===== src/rtl/ddp_pkg.sv =====
// ddp_pkg: shared DDP framer constants, FSM state encoding and FIFO entry layout.
package ddp_pkg;
  typedef enum logic [1:0] {
    ST_IDLE = 2'd0,
    ST_W0   = 2'd1,
    ST_W1   = 2'd2,
    ST_W2   = 2'd3
  } state_t;
  localparam logic [7:0] DDP_VER = 8'h01;
  localparam int TAG_BIT = 7;
  localparam int MSN_W = 32;
  localparam int HDR_W = 48;
  localparam int CTRL_W = 8;
  localparam int ENTRY_W = CTRL_W + HDR_W;
endpackage


===== src/rtl/ddp_hdr_fifo.sv =====
// ddp_hdr_fifo: header FIFO with registered count/full/empty; pushes while full are dropped.
module ddp_hdr_fifo #(
  parameter int WIDTH = 56,
  parameter int DEPTH = 4
) (
  input  logic                     clock,
  input  logic                     reset,
  input  logic                     i_push,
  input  logic [WIDTH-1:0]         i_data,
  input  logic                     i_pop,
  output logic [WIDTH-1:0]         o_data,
  output logic                     o_full,
  output logic                     o_empty,
  output logic [$clog2(DEPTH):0]   o_count,
  output logic                     o_drop
);
  localparam int AW = $clog2(DEPTH);
  localparam int CW = AW + 1;
  logic [WIDTH-1:0] r_mem [DEPTH];
  logic [AW-1:0]    r_wr_ptr, r_rd_ptr;
  logic [CW-1:0]    r_count, w_count_nxt;
  logic             r_full, r_empty;
  logic             w_push, w_pop;
  assign w_push = i_push && !r_full;
  assign w_pop = i_pop && !r_empty;
  assign w_count_nxt = r_count + CW'(w_push) - CW'(w_pop);
  always_ff @(posedge clock or posedge reset) begin
    if (reset) begin
      r_wr_ptr <= '0;
      r_rd_ptr <= '0;
      r_count <= '0;
      r_full <= 1'b0;
      r_empty <= 1'b1;
    end else begin
      if (w_push) r_wr_ptr <= r_wr_ptr + AW'(1);
      if (w_pop) r_rd_ptr <= r_rd_ptr + AW'(1);
      r_count <= w_count_nxt;
      r_full <= (w_count_nxt == CW'(DEPTH));
      r_empty <= (w_count_nxt == '0);
    end
  end
  always_ff @(posedge clock) begin
    if (w_push) r_mem[r_wr_ptr] <= i_data;
  end
  assign o_data = r_mem[r_rd_ptr];
  assign o_full = r_full;
  assign o_empty = r_empty;
  assign o_count = r_count;
  assign o_drop = i_push && r_full;
endmodule


===== src/rtl/ddp_tx_framer.sv =====
// ddp_tx_framer: queues RDMAP headers and emits 2-word (tagged) or 3-word (untagged) DDP header frames.
// Optional statistics counters are enabled by defining DDP_TX_FRAMER_STATS_EN.
module ddp_tx_framer
  import ddp_pkg::*;
#(
  parameter int               FIFO_DEPTH = 4,
  parameter logic [MSN_W-1:0] MSN_INIT   = 32'h0000_0001
) (
  input  logic              clock,
  input  logic              reset,
  input  logic              rdmap2DdpHdrValid,
  input  logic [HDR_W-1:0]  rdmap2DdpHeader,
  input  logic [CTRL_W-1:0] rdmap2DdpCtrl,
  input  logic              ddpTxReady,
  output logic [31:0]       ddpTxData,
  output logic              ddpTxValid,
  output logic              ddpTxSop,
  output logic              ddpTxEop,
  output logic              ddpHdrFull,
  output logic              ddpHdrOverflow
`ifdef DDP_TX_FRAMER_STATS_EN
  ,
  output logic [15:0]       statFrameCnt,
  output logic [7:0]        statDropCnt
`endif
);
  localparam int CNT_W = $clog2(FIFO_DEPTH) + 1;
  state_t             r_state, w_state_nxt;
  logic [MSN_W-1:0]   r_msn;
  logic               r_ovf;
  logic [ENTRY_W-1:0] w_head;
  logic [CNT_W-1:0]   w_count;
  logic               w_full, w_empty, w_drop, w_pop;
  logic               w_push_ok, w_xfer, w_more, w_tagged;
  logic [CTRL_W-1:0]  w_ctrl;
  logic [HDR_W-1:0]   w_hdr;
  ddp_hdr_fifo #(.WIDTH(ENTRY_W), .DEPTH(FIFO_DEPTH)) u_fifo (
    .clock   (clock),
    .reset   (reset),
    .i_push  (rdmap2DdpHdrValid),
    .i_data  ({rdmap2DdpCtrl, rdmap2DdpHeader}),
    .i_pop   (w_pop),
    .o_data  (w_head),
    .o_full  (w_full),
    .o_empty (w_empty),
    .o_count (w_count),
    .o_drop  (w_drop)
  );
  assign w_ctrl = w_head[ENTRY_W-1:HDR_W];
  assign w_hdr = w_head[HDR_W-1:0];
  assign w_tagged = w_ctrl[TAG_BIT];
  assign w_push_ok = rdmap2DdpHdrValid && !w_full;
  assign w_xfer = ddpTxValid && ddpTxReady;
  // Another header is available after this pop, either already queued or arriving now.
  assign w_more = w_push_ok || (w_count > CNT_W'(1));
  always_comb begin
    w_state_nxt = r_state;
    ddpTxValid = 1'b0;
    ddpTxSop = 1'b0;
    ddpTxEop = 1'b0;
    ddpTxData = '0;
    unique case (r_state)
      ST_IDLE: w_state_nxt = (!w_empty || w_push_ok) ? ST_W0 : ST_IDLE;
      ST_W0: begin
        ddpTxValid = 1'b1;
        ddpTxSop = 1'b1;
        ddpTxData = {w_ctrl, DDP_VER, w_hdr[47:32]};
        if (w_xfer) w_state_nxt = ST_W1;
      end
      ST_W1: begin
        ddpTxValid = 1'b1;
        ddpTxEop = w_tagged;
        ddpTxData = w_hdr[31:0];
        if (w_xfer) w_state_nxt = w_tagged ? (w_more ? ST_W0 : ST_IDLE) : ST_W2;
      end
      ST_W2: begin
        ddpTxValid = 1'b1;
        ddpTxEop = 1'b1;
        ddpTxData = r_msn;
        if (w_xfer) w_state_nxt = w_more ? ST_W0 : ST_IDLE;
      end
      default: w_state_nxt = ST_IDLE;
    endcase
    w_pop = w_xfer && ddpTxEop;
  end
  always_ff @(posedge clock or posedge reset) begin
    if (reset) begin
      r_state <= ST_IDLE;
      r_msn <= MSN_INIT;
      r_ovf <= 1'b0;
    end else begin
      r_state <= w_state_nxt;
      if (w_xfer && r_state == ST_W2) r_msn <= r_msn + MSN_W'(1);
      if (w_drop) r_ovf <= 1'b1;
    end
  end
  assign ddpHdrFull = w_full;
  assign ddpHdrOverflow = r_ovf;
`ifdef DDP_TX_FRAMER_STATS_EN
  logic [15:0] r_frame_cnt;
  logic [7:0]  r_drop_cnt;
  always_ff @(posedge clock or posedge reset) begin
    if (reset) begin
      r_frame_cnt <= '0;
      r_drop_cnt <= '0;
    end else begin
      if (w_pop) r_frame_cnt <= r_frame_cnt + 16'd1;
      if (w_drop && r_drop_cnt != 8'hFF) r_drop_cnt <= r_drop_cnt + 8'd1;
    end
  end
  assign statFrameCnt = r_frame_cnt;
  assign statDropCnt = r_drop_cnt;
`endif
endmodule


===== config.mk =====
export PLATFORM = sky130hd
export DESIGN_NAME = ddp_tx_framer
export DESIGN_NICKNAME = d
export VERILOG_FILES = /design/src/rtl/ddp_pkg.sv /design/src/rtl/ddp_hdr_fifo.sv /design/src/rtl/ddp_tx_framer.sv
export SDC_FILE = /design/constraint.sdc
export NUM_CORES = 1
export LEC_CHECK = 0
export CAP_MARGIN = 30
export CORE_AREA = 2 2 168 170
export DETAILED_ROUTE_END_ITERATION = 8
export DIE_AREA = 0 0 170 172
export GPL_ROUTABILITY_DRIVEN = 0
export PLACE_DENSITY = 0.63
export SYNTH_ARGS = -nofsm -noshare
export SYNTH_HDL_FRONTEND = slang
export SYNTH_HIERARCHICAL = 1
export SYNTH_SLANG_ARGS = --single-unit
export TNS_END_PERCENT = 100

===== constraint.sdc =====
create_clock -name clock -period 3.9 [get_ports clock]
set_input_delay 0.39 -clock clock [delete_from_list [all_inputs] [get_ports clock]]
set_output_delay 0.39 -clock clock [all_outputs]
set_load 0.01 [all_outputs]

==> flow_metrics.tcl <==
set metrics [dict create \
    synth_most_common_cell "edfxtp_1" \
    drt_iter0_markers 368 \
    postCtsSetupBuffers 0 \
    whs_ns 0.198 \
    cts_root_buf "clkbuf_16" \
    worst_path_largest_cell_delay_ns 0.69 \
    cp-end-kind "output pin" \
    syn_avg_cell_area_um2 19.8 \
    tightest_slew_ns 0.764 \
    grt_pass1_wl_um 34900 \
    synth.distinct_cells 42 \
    max_freq_mhz 280 \
    cp.required_ns 3.51 \
    status "finished clean" \
    rsz0062_at_grt "false" \
    cp_num_buf_inv 2 \
    firstDrtPassIters 4 \
    area_delta_synth_final_pct 20.4 \
    cp.arrival_ns 3.18 \
    ys_ff_latch 268 \
    grt_overflow 0 \
    ctsResizeCount 0 \
    crit_path_start_kind "flop" \
    synthArstFlopShare_pct 16.4 \
    cts_tree "built" \
    cap_violations 0 \
    port_buffers 96 \
    synth_top_area_cell "edfxtp_1" \
    wl_per_cell_um 22.5 \
    cts_buffer_depth 3 \
    netlist_instances 549 \
    leakage_nw 4.49 \
    postRouteWirelength_um 23200 \
    vias 5516 \
    hpwl_um 14800 \
    ys.flop_type "edfxtp_1" \
    fin_crit_sh_pct 91.5 \
    nets 729 \
    synth_common_cells "224 x edfxtp_1, 56 x mux4_2, 42 x dfrtp_1, 29 x xnor2_1, 26 x mux2_2" \
    netlist_area_mm2 0.0108 \
    grt_pass1_vias 5913 \
    max_slew_margin_pct 48.7 \
    ant_nets 0 \
    core_mm2 0.0275 \
    cts_made_buffers 27 \
    drcViolationCount 0 \
    clk_pin_slew_ns 0.06 \
    htreeDepth 1 \
    clock_latency_ns 0.54 \
    ctsHoldBuffers 0 \
    detail_route.vias_per_cell 5.37 \
    peakVddDrop_mv 0.303 \
    synth_warnings 6 \
    path_class "reg2out" \
    synth_edf_count 224 \
    n_fill_cell 2300 \
    antenna_found_initial 0 \
    hold_path_class "in2async" \
    skew_ns 0.0145 \
    setup_violations 0 \
    drive_gt1_share_pct 21.1 \
    yosysTopAreaCellShare_pct 62.0 \
    grt_max_degree 47 \
    io_pins 97 \
    slew_violations 0 \
    grt_usage_pct 15.9 \
    cp_max_fo 18 \
    hold_viol 0 \
    rows 61 \
    start_util_pct 39.5 \
    cts_num_sinks 268 \
    synth_area_leaders "edfxtp_1 62%, mux4_2 12%, dfrtp_1 9.7%" \
    die_y_um 172 \
    synth_fp_nets 617 \
    powerDensity_mw_per_mm2 730 \
    yosysSeqAreaShare_pct 72.2 \
    cpMaxStageDelayCell "dfrtp_4" \
    crit_chain "buf_4 -> mux4_2 -> mux2_2 -> a22o_1 -> clkdlybuf4s50_1" \
    cp_top_family "buffers and inverters" \
    die_w_um 170 \
    dieArea_mm2 0.0292 \
    setup_tns_ns 0 \
    finalCriticalPeriod_ns 3.57 \
]
[worst paths after layout]
kind                                                startpoint                 endpoint  slack [ns]  cells past startpoint
worst min register to register           r_msn[31]$_DFFE_PP0P_    r_msn[31]$_DFFE_PP0P_        0.47                      1
worst max register to register  u_fifo/r_rd_ptr[0]$_DFFE_PP0P_  u_fifo/o_full$_DFF_PP0_        0.72                     10
max in group asynchronous                                reset   r_state[0]$_DFFE_PP0P_        2.81                      3
worst max-delay path            u_fifo/r_rd_ptr[0]$_DFFE_PP0P_            ddpTxData[12]        0.33                      5
worst min-delay path                                     reset  u_fifo/o_full$_DFF_PP0_        0.20                      2
min in group clock                       r_msn[31]$_DFFE_PP0P_    r_msn[31]$_DFFE_PP0P_        0.47                      1
[stage by stage]
step / total power [mW] / instances / setup WS (ns) / util [%] / cell area, µm²
finish: 9.53 / 1028 / 0.333 / 47.5 / 13100
global route: 9.97 / 1027 / 0.165 / 47.5 / 13100
global placement: 7.15 / 978 / 0.846 / 44.5 / 12200
CTS: 9.66 / 1027 / 0.256 / 47.5 / 13100
floorplan: 5.99 / 549 / 1.14 / - / 10800
detailed placement: 7.22 / 978 / 0.696 / 44.5 / 12200
[report_power, final]
group | internal (mW) | switching (mW) | total (mW) | leakage, nW
combinational | 1.63 | 1.48 | 3.12 | 1.47
clock | 1.42 | 1.01 | 2.43 | 0.403
sequential | 3.69 | 0.294 | 3.98 | 2.62
total | 6.74 | 2.79 | 9.53 | 4.49
[flip-flops by register name, summed over array words and instances (netlist names)]
name,cells
u_fifo/o_full,1
u_fifo/o_count,3
ddpHdrOverflow,1
r_msn,32
u_fifo/o_empty,1
u_fifo/r_rd_ptr,2
u_fifo/r_wr_ptr,2
r_state,2
u_fifo/r_mem,224
[cell usage in the layout, fill, tap and decap left out, drive strengths merged, types with 13 or more instances in the layout]
| cell | count |
|---|---|
| edfxtp | 224 |
| clkdlybuf4s50 | 96 |
| mux4 | 56 |
| clkbuf | 44 |
| dfrtp | 42 |
| xnor2 | 29 |
| mux2 | 26 |
| a22o | 24 |
| nand3 | 13 |
| nand4 | 13 |
[worst reg2reg max path: stages (launching register included)]
cell and delay (ns):
dfrtp_4 0.69, mux4_2 0.58, nor2_1 0.21, nor2_1 0.12, nor2b_1 0.17, ha_1 0.27, inv_1 0.04, ha_1 0.18
fa_1 0.38, xnor3_1 0.25, nor3b_1 0.23
[final cells by class]
class	count	area, µm²	share of cell area (%)
multi-input combinational	245	2800	21.5
sequential	268	7840	60.0
tap	346	433	3.32
antenna	1	2.50	0.0192
timing repair buffer	108	1110	8.53
clock buffer	44	779	5.97
inverter	11	41.3	0.316
clock inverter	5	51.3	0.393
[routing by layer]
layer	part of all wire (%)	vias to the layer above	GRT usage [%]
met5	0	-	0
met4	2.0	0	4.61
met3	5.1	39	2.29
met2	51	160	27.6
met1	42	2888	21.1
li1	-	2429	-
[cell families (layout without fill, tap and decap cells)]
logic type | Yosys count | after routing | synth area share (%)
simple gates | 83 | 83 | 4.58
buf+inv | 36 | 168 | 2.02
other cells | 0 | 1 | 0
xor+xnor | 35 | 35 | 2.95
mux | 89 | 89 | 15.0
compound gates | 30 | 30 | 2.26
fa+ha+maj | 8 | 8 | 0.992
flops | 268 | 268 | 72.2
No activity file was read; power rests on OpenSTA's default activity.
==> RTL edit 1: new RTL, same settings <==
Put a register stage on the output `ddpTxData`. The value now appears one clock later. The other outputs are not delayed to match.
--- a/src/rtl/ddp_tx_framer.sv
+++ b/src/rtl/ddp_tx_framer.sv
@@ -26,4 +26,6 @@
 );
   localparam int CNT_W = $clog2(FIFO_DEPTH) + 1;
+
+  logic [31:0] ddpTxData_d;
   state_t             r_state, w_state_nxt;
   logic [MSN_W-1:0]   r_msn;
@@ -59,5 +61,5 @@
     ddpTxSop = 1'b0;
     ddpTxEop = 1'b0;
-    ddpTxData = '0;
+    ddpTxData_d = '0;
     unique case (r_state)
       ST_IDLE: w_state_nxt = (!w_empty || w_push_ok) ? ST_W0 : ST_IDLE;
@@ -65,5 +67,5 @@
         ddpTxValid = 1'b1;
         ddpTxSop = 1'b1;
-        ddpTxData = {w_ctrl, DDP_VER, w_hdr[47:32]};
+        ddpTxData_d = {w_ctrl, DDP_VER, w_hdr[47:32]};
         if (w_xfer) w_state_nxt = ST_W1;
       end
@@ -71,5 +73,5 @@
         ddpTxValid = 1'b1;
         ddpTxEop = w_tagged;
-        ddpTxData = w_hdr[31:0];
+        ddpTxData_d = w_hdr[31:0];
         if (w_xfer) w_state_nxt = w_tagged ? (w_more ? ST_W0 : ST_IDLE) : ST_W2;
       end
@@ -77,5 +79,5 @@
         ddpTxValid = 1'b1;
         ddpTxEop = 1'b1;
-        ddpTxData = r_msn;
+        ddpTxData_d = r_msn;
         if (w_xfer) w_state_nxt = w_more ? ST_W0 : ST_IDLE;
       end
@@ -112,4 +114,8 @@
   assign statDropCnt = r_drop_cnt;
 `endif
+  always_ff @(posedge clock) begin
+    ddpTxData <= ddpTxData_d;
+  end
+
 endmodule
 
Formal check against the unedited RTL: not equivalent (Yosys sat finds a counterexample within 4 cycles, from zero or initial values and one cycle with reset high).
==> RTL edit 1 against the original RTL <==
Wire length decreased by 3.2%; sequential cell count increased by 32; worst setup slack improved by 0.38 ns; global-route usage decreased by 0.17 points; synthesized area increased by 6.0%; worst hold slack improved by 0.018 ns; power increased by 5.8%; final area increased by 5.9%.
==> RTL edit 1: results <==
[route]
num_vias = 5622
detail_route.first_pass.iterations = 5
detail_route.wirelength_um = 22400
detailroute.wirelength.met2_um = 11700
m1WireLength_um = 9220
top_signal_layer_used = met5
drt_iter0_drc = 351
wl_met3_um = 1110

[clock_tree]
insertion_delay_ns = 0.55
tritoncts.num_buffers = 30
cts-hold-fix-buffers = 0
cts.repair_timing.setup_buffer_count = 0
htreeDepth = 1
ctsLongestPathBuffers = 3
clock-root-buffer = clkbuf_16

[global_routing]
grt_use_total_pct = 15.8
largest_net_degree_at_the_start_of_global_routing = 57
antenna_found_initial = 2
grt_pass1_vias = 6100
grt_pass1_wl_um = 35000

[timing]
final_max_tran_viols = 0
worst_clock_skew_ns = 0.0114
worst_slew_margin_rel_pct = 41.9

[setup_path]
crit_path_start = u_fifo/r_rd_ptr[0]
r2r_setup_slack_ns = 0.72
critical_path.max_fanout = 18
ff2ff_path_depth = 10
cp.arrival_ns = 3.64
r2r-end = u_fifo/o_full

[synth]
number_of_nets_in_the_synthesized_netlist = 648
yosys_warnings = 6
synth_largest_type_area_fraction_pct = 58.5
synth_adder_area_share_pct = 0.936
post_synth_main_area_contributors = edfxtp_1 59%, mux4_2 11%, dfrtp_1 9.1%
synth_most_common_cell = edfxtp_1
synthesis.instances = 580
synth-seq-area-share_pct = 73.7
synth_xor_area_share_pct = 2.79
synth_top_cells_by_count = 224 x edfxtp_1, 56 x mux4_2, 42 x dfrtp_1, 32 x dfxtp_1, 28 x xnor2_1
synth_cell_type_count = 38
yosys-mux-area-fraction_pct = 14.1
compound_gate_portion_of_the_synthesized_area_pct = 2.10
postSynth.asyncResetShare_pct = 14.7

[cells_and_area]
largest_registers = u_fifo/r_mem x224, ddpTxData x32, r_msn x32
drive_above_1_share_pct = 22.0
final_nets = 759

[worst_hold_path]
min_path_type = in -> async

[pwr]
max-vdd-ir-drop_uv = 332
cellLeakagePower_uw = 0.00482

[outcome]
run_status = finished, final reports clean

[place]
dp_hpwl_um = 13600
io_buffer_count = 96
detailed_place.area_um2 = 12800
RTL edit 1: cell types whose count changed after synthesis, moves of 2 or more:
cell      change
dfxtp_1      +32
nor2_1        -3
and3_1        +2
and4_1        +2
clkbuf_1      +2
or3_1         -2
RTL edit 1: metal layers:
metal / track usage [%] / up-vias
li1: - / 2521
met1: 20.2 / 2917
met2: 28.0 / 144
met3: 2.70 / 38
met4: 4.27 / 2
met5: 0 / -
RTL edit 1: logic make-up after synthesis:
family / after synthesis
AOI/OAI and AO/OA: 30
adders and majority gates: 8
DFF: 300
and+or+nand+nor: 80
muxes: 89
xor gates and xnor gates: 35
buffers and inverters: 38
RTL edit 1: how the worst max path moves through the flow:
stage	slack [ns]	end	cells past startpoint
2_1_floorplan	1.14	u_fifo/o_full	12
3_3_place_gp	0.86	u_fifo/o_full	10
3_5_place_dp	0.72	u_fifo/o_full	10
4_1_cts	0.69	u_fifo/o_full	10
5_1_grt	0.48	u_fifo/o_full	10
6_report	0.72	u_fifo/o_full	10
RTL edit 1: layout make-up:
type,instances,area [um^2]
clock buffers,35,801
diodes,1,2.50
inverters,10,37.5
repair buffers,107,1090
multi-input cells,242,2800
well taps,346,433
flip-flops and latches,300,8480
fillers,2237,13600
clock inverters,21,189
RTL edit 1: critical path: stages, from the launching register on:
cell     delay, ns
dfrtp_4       0.67
mux4_2        0.57
nor2_1        0.21
nor2_1        0.12
nor2b_1       0.17
ha_1          0.29
inv_1         0.04
ha_1          0.18
fa_1          0.38
xnor3_1       0.26
nor3b_1       0.20
RTL edit 1: through the flow:
| stage | hold slack, ns | instances | setup WS, ns | utilization, % |
|---|---|---|---|---|
| final | 0.216 | 1062 | 0.717 | 50.3 |
| after CTS | 0.215 | 1061 | 0.689 | 50.3 |
| after global routing | 0.253 | 1062 | 0.479 | 50.3 |
| after global placement | 0.451 | 1005 | 0.864 | 46.7 |
| after detailed placement | 0.460 | 1005 | 0.715 | 46.7 |
| after floorplan | 0.217 | 580 | 1.14 | - |
RTL edit 1: power breakdown:
| group | switching (uW) | total (uW) | internal [uW] |
|---|---|---|---|
| registers | 297 | 4460 | 4160 |
| clock network | 1160 | 2830 | 1660 |
| logic | 1330 | 2800 | 1460 |
==> RTL edit 2: new RTL, config.mk and constraints unchanged <==
Without the edit above. The package constant `HDR_W` goes from 48 to 72.
--- a/src/rtl/ddp_pkg.sv
+++ b/src/rtl/ddp_pkg.sv
@@ -10,5 +10,5 @@
   localparam int TAG_BIT = 7;
   localparam int MSN_W = 32;
-  localparam int HDR_W = 48;
+  localparam int HDR_W = 72;
   localparam int CTRL_W = 8;
   localparam int ENTRY_W = CTRL_W + HDR_W;
Ports: changed (resized rdmap2DdpHeader); port bits go from 97 to 121. No check against the original RTL was run, so the function may have changed too.
==> RTL edit 2 against the original RTL <==
Worst setup slack improved by 0.20 ns; critical path depth did not move; sequential cell count did not move; synthesized area rose by 0.45%; final area rose by 0.51%; utilization rose by 0.24 points; cell count barely moved; synthesized cell count rose by 0.18%; combinational power barely moved; wire length fell by 5.8%; power rose by 0.13%; critical path type unchanged.
==> RTL edit 2: results <==
[outcome]
run_status = finished, final reports clean

[synth]
number_of_nets_in_the_synthesized_netlist = 642
yosys_warnings = 6

[setup_path]
critical_path.max_fanout = 57
regToRegStartpoint = u_fifo/r_rd_ptr[0]
path_delay_family = buffers and inverters
slowest_stage = mux4_2
r2r_setup_slack_ns = 0.93
cp.arrival_ns = 2.98
cp_slowest_stage_delay_ns = 0.58
ff2ff_path_depth = 10

[route]
avgViaCountPerCell = 5.29
drt_iter0_drc = 297
detail_route.wirelength_um = 21800
detail_route.first_pass.iterations = 5

[cells_and_area]
antenna-diode-count = 0
final_nets = 755
fillers = 2285
drive_above_1_share_pct = 22.4

[clock_tree]
insertion_delay_ns = 0.52
cts.repair_timing.setup_buffer_count = 0
cts.reportedPaths.clkPinSlew_ns = 0.06
tritoncts.num_buffers = 26
ctsLongestPathBuffers = 3
cts-resized-gates = 0
clock-root-buffer = clkbuf_16
htreeDepth = 1

[worst_hold_path]
min_path_type = in -> async

[pwr]
cellLeakagePower_uw = 0.00455
max-vdd-ir-drop_uv = 315

[timing]
worst_slew_pin_tran_ns = 0.752
worst_clock_skew_ns = 0.00743

[global_routing]
largest_net_degree_at_the_start_of_global_routing = 58
grt_pass1_vias = 5974
antenna_found_initial = 0
grt_pass1_wl_um = 33900
grt_use_total_pct = 15.3

[place]
dp_hpwl_um = 13900
io_buffer_count = 96
-- RTL edit 2: area by class of cell --
type                       instances  share of cell area (%)
multi-input combinational        245                    21.4
inverter                          11                   0.315
sequential                       268                    59.7
clock inverter                    16                    1.13
timing repair buffer             111                    8.66
tap                              346                    3.30
clock buffer                      32                    5.52
-- RTL edit 2: where the power goes --
group / internal (uW) / switching, uW / leakage, uW
Clock: 1510 / 993 / 0.000438
Sequential: 3690 / 237 / 0.00262
Combinational: 1640 / 1480 / 0.00149
Total: 6840 / 2710 / 0.00455
-- RTL edit 2: layer usage --
| metal | global-route usage [%] | routed length, um |
|---|---|---|
| met5 | 0 | 0 |
| met4 | 4.09 | 415 |
| met3 | 2.33 | 1010 |
| met2 | 26.7 | 11000 |
| met1 | 20.3 | 9360 |
-- RTL edit 2: worst register-to-register path, cell delays in order, from the launching register on --
cell and delay, ns:
dfrtp_4 0.43, mux4_1 0.59, nor2_1 0.22, nor2_1 0.12
nor2b_1 0.17, ha_1 0.28, inv_1 0.04, ha_1 0.18
fa_1 0.37, xnor3_1 0.25, nor3b_1 0.23
-- RTL edit 2: worst max-delay path by stage --
stage / from / to / cells past startpoint
6_report: u_fifo/r_rd_ptr[0] / ddpTxData[12] / 5
5_1_grt: u_fifo/r_rd_ptr[0] / ddpTxData[11] / 5
4_1_cts: u_fifo/r_rd_ptr[0] / ddpTxData[12] / 5
3_5_place_dp: u_fifo/r_rd_ptr[0] / u_fifo/o_full / 10
3_3_place_gp: u_fifo/r_rd_ptr[0] / ddpTxData[12] / 5
2_1_floorplan: u_fifo/r_rd_ptr[0] / u_fifo/o_full / 11
-- RTL edit 2: metrics by stage --
step | std cells | hold WS (ns) | instance area [um^2] | worst slack (ns) | power, uW
CTS | 1029 | 0.0652 | 13100 | 0.473 | 9690
detailed placement | 981 | 0.461 | 12300 | 0.959 | 7160
global route | 1029 | 0.0863 | 13100 | 0.403 | 10000
global placement | 981 | 0.469 | 12300 | 1.04 | 7090
finish | 1029 | 0.0761 | 13100 | 0.533 | 9540
floorplan | 550 | 0.217 | 10900 | 1.13 | 6040
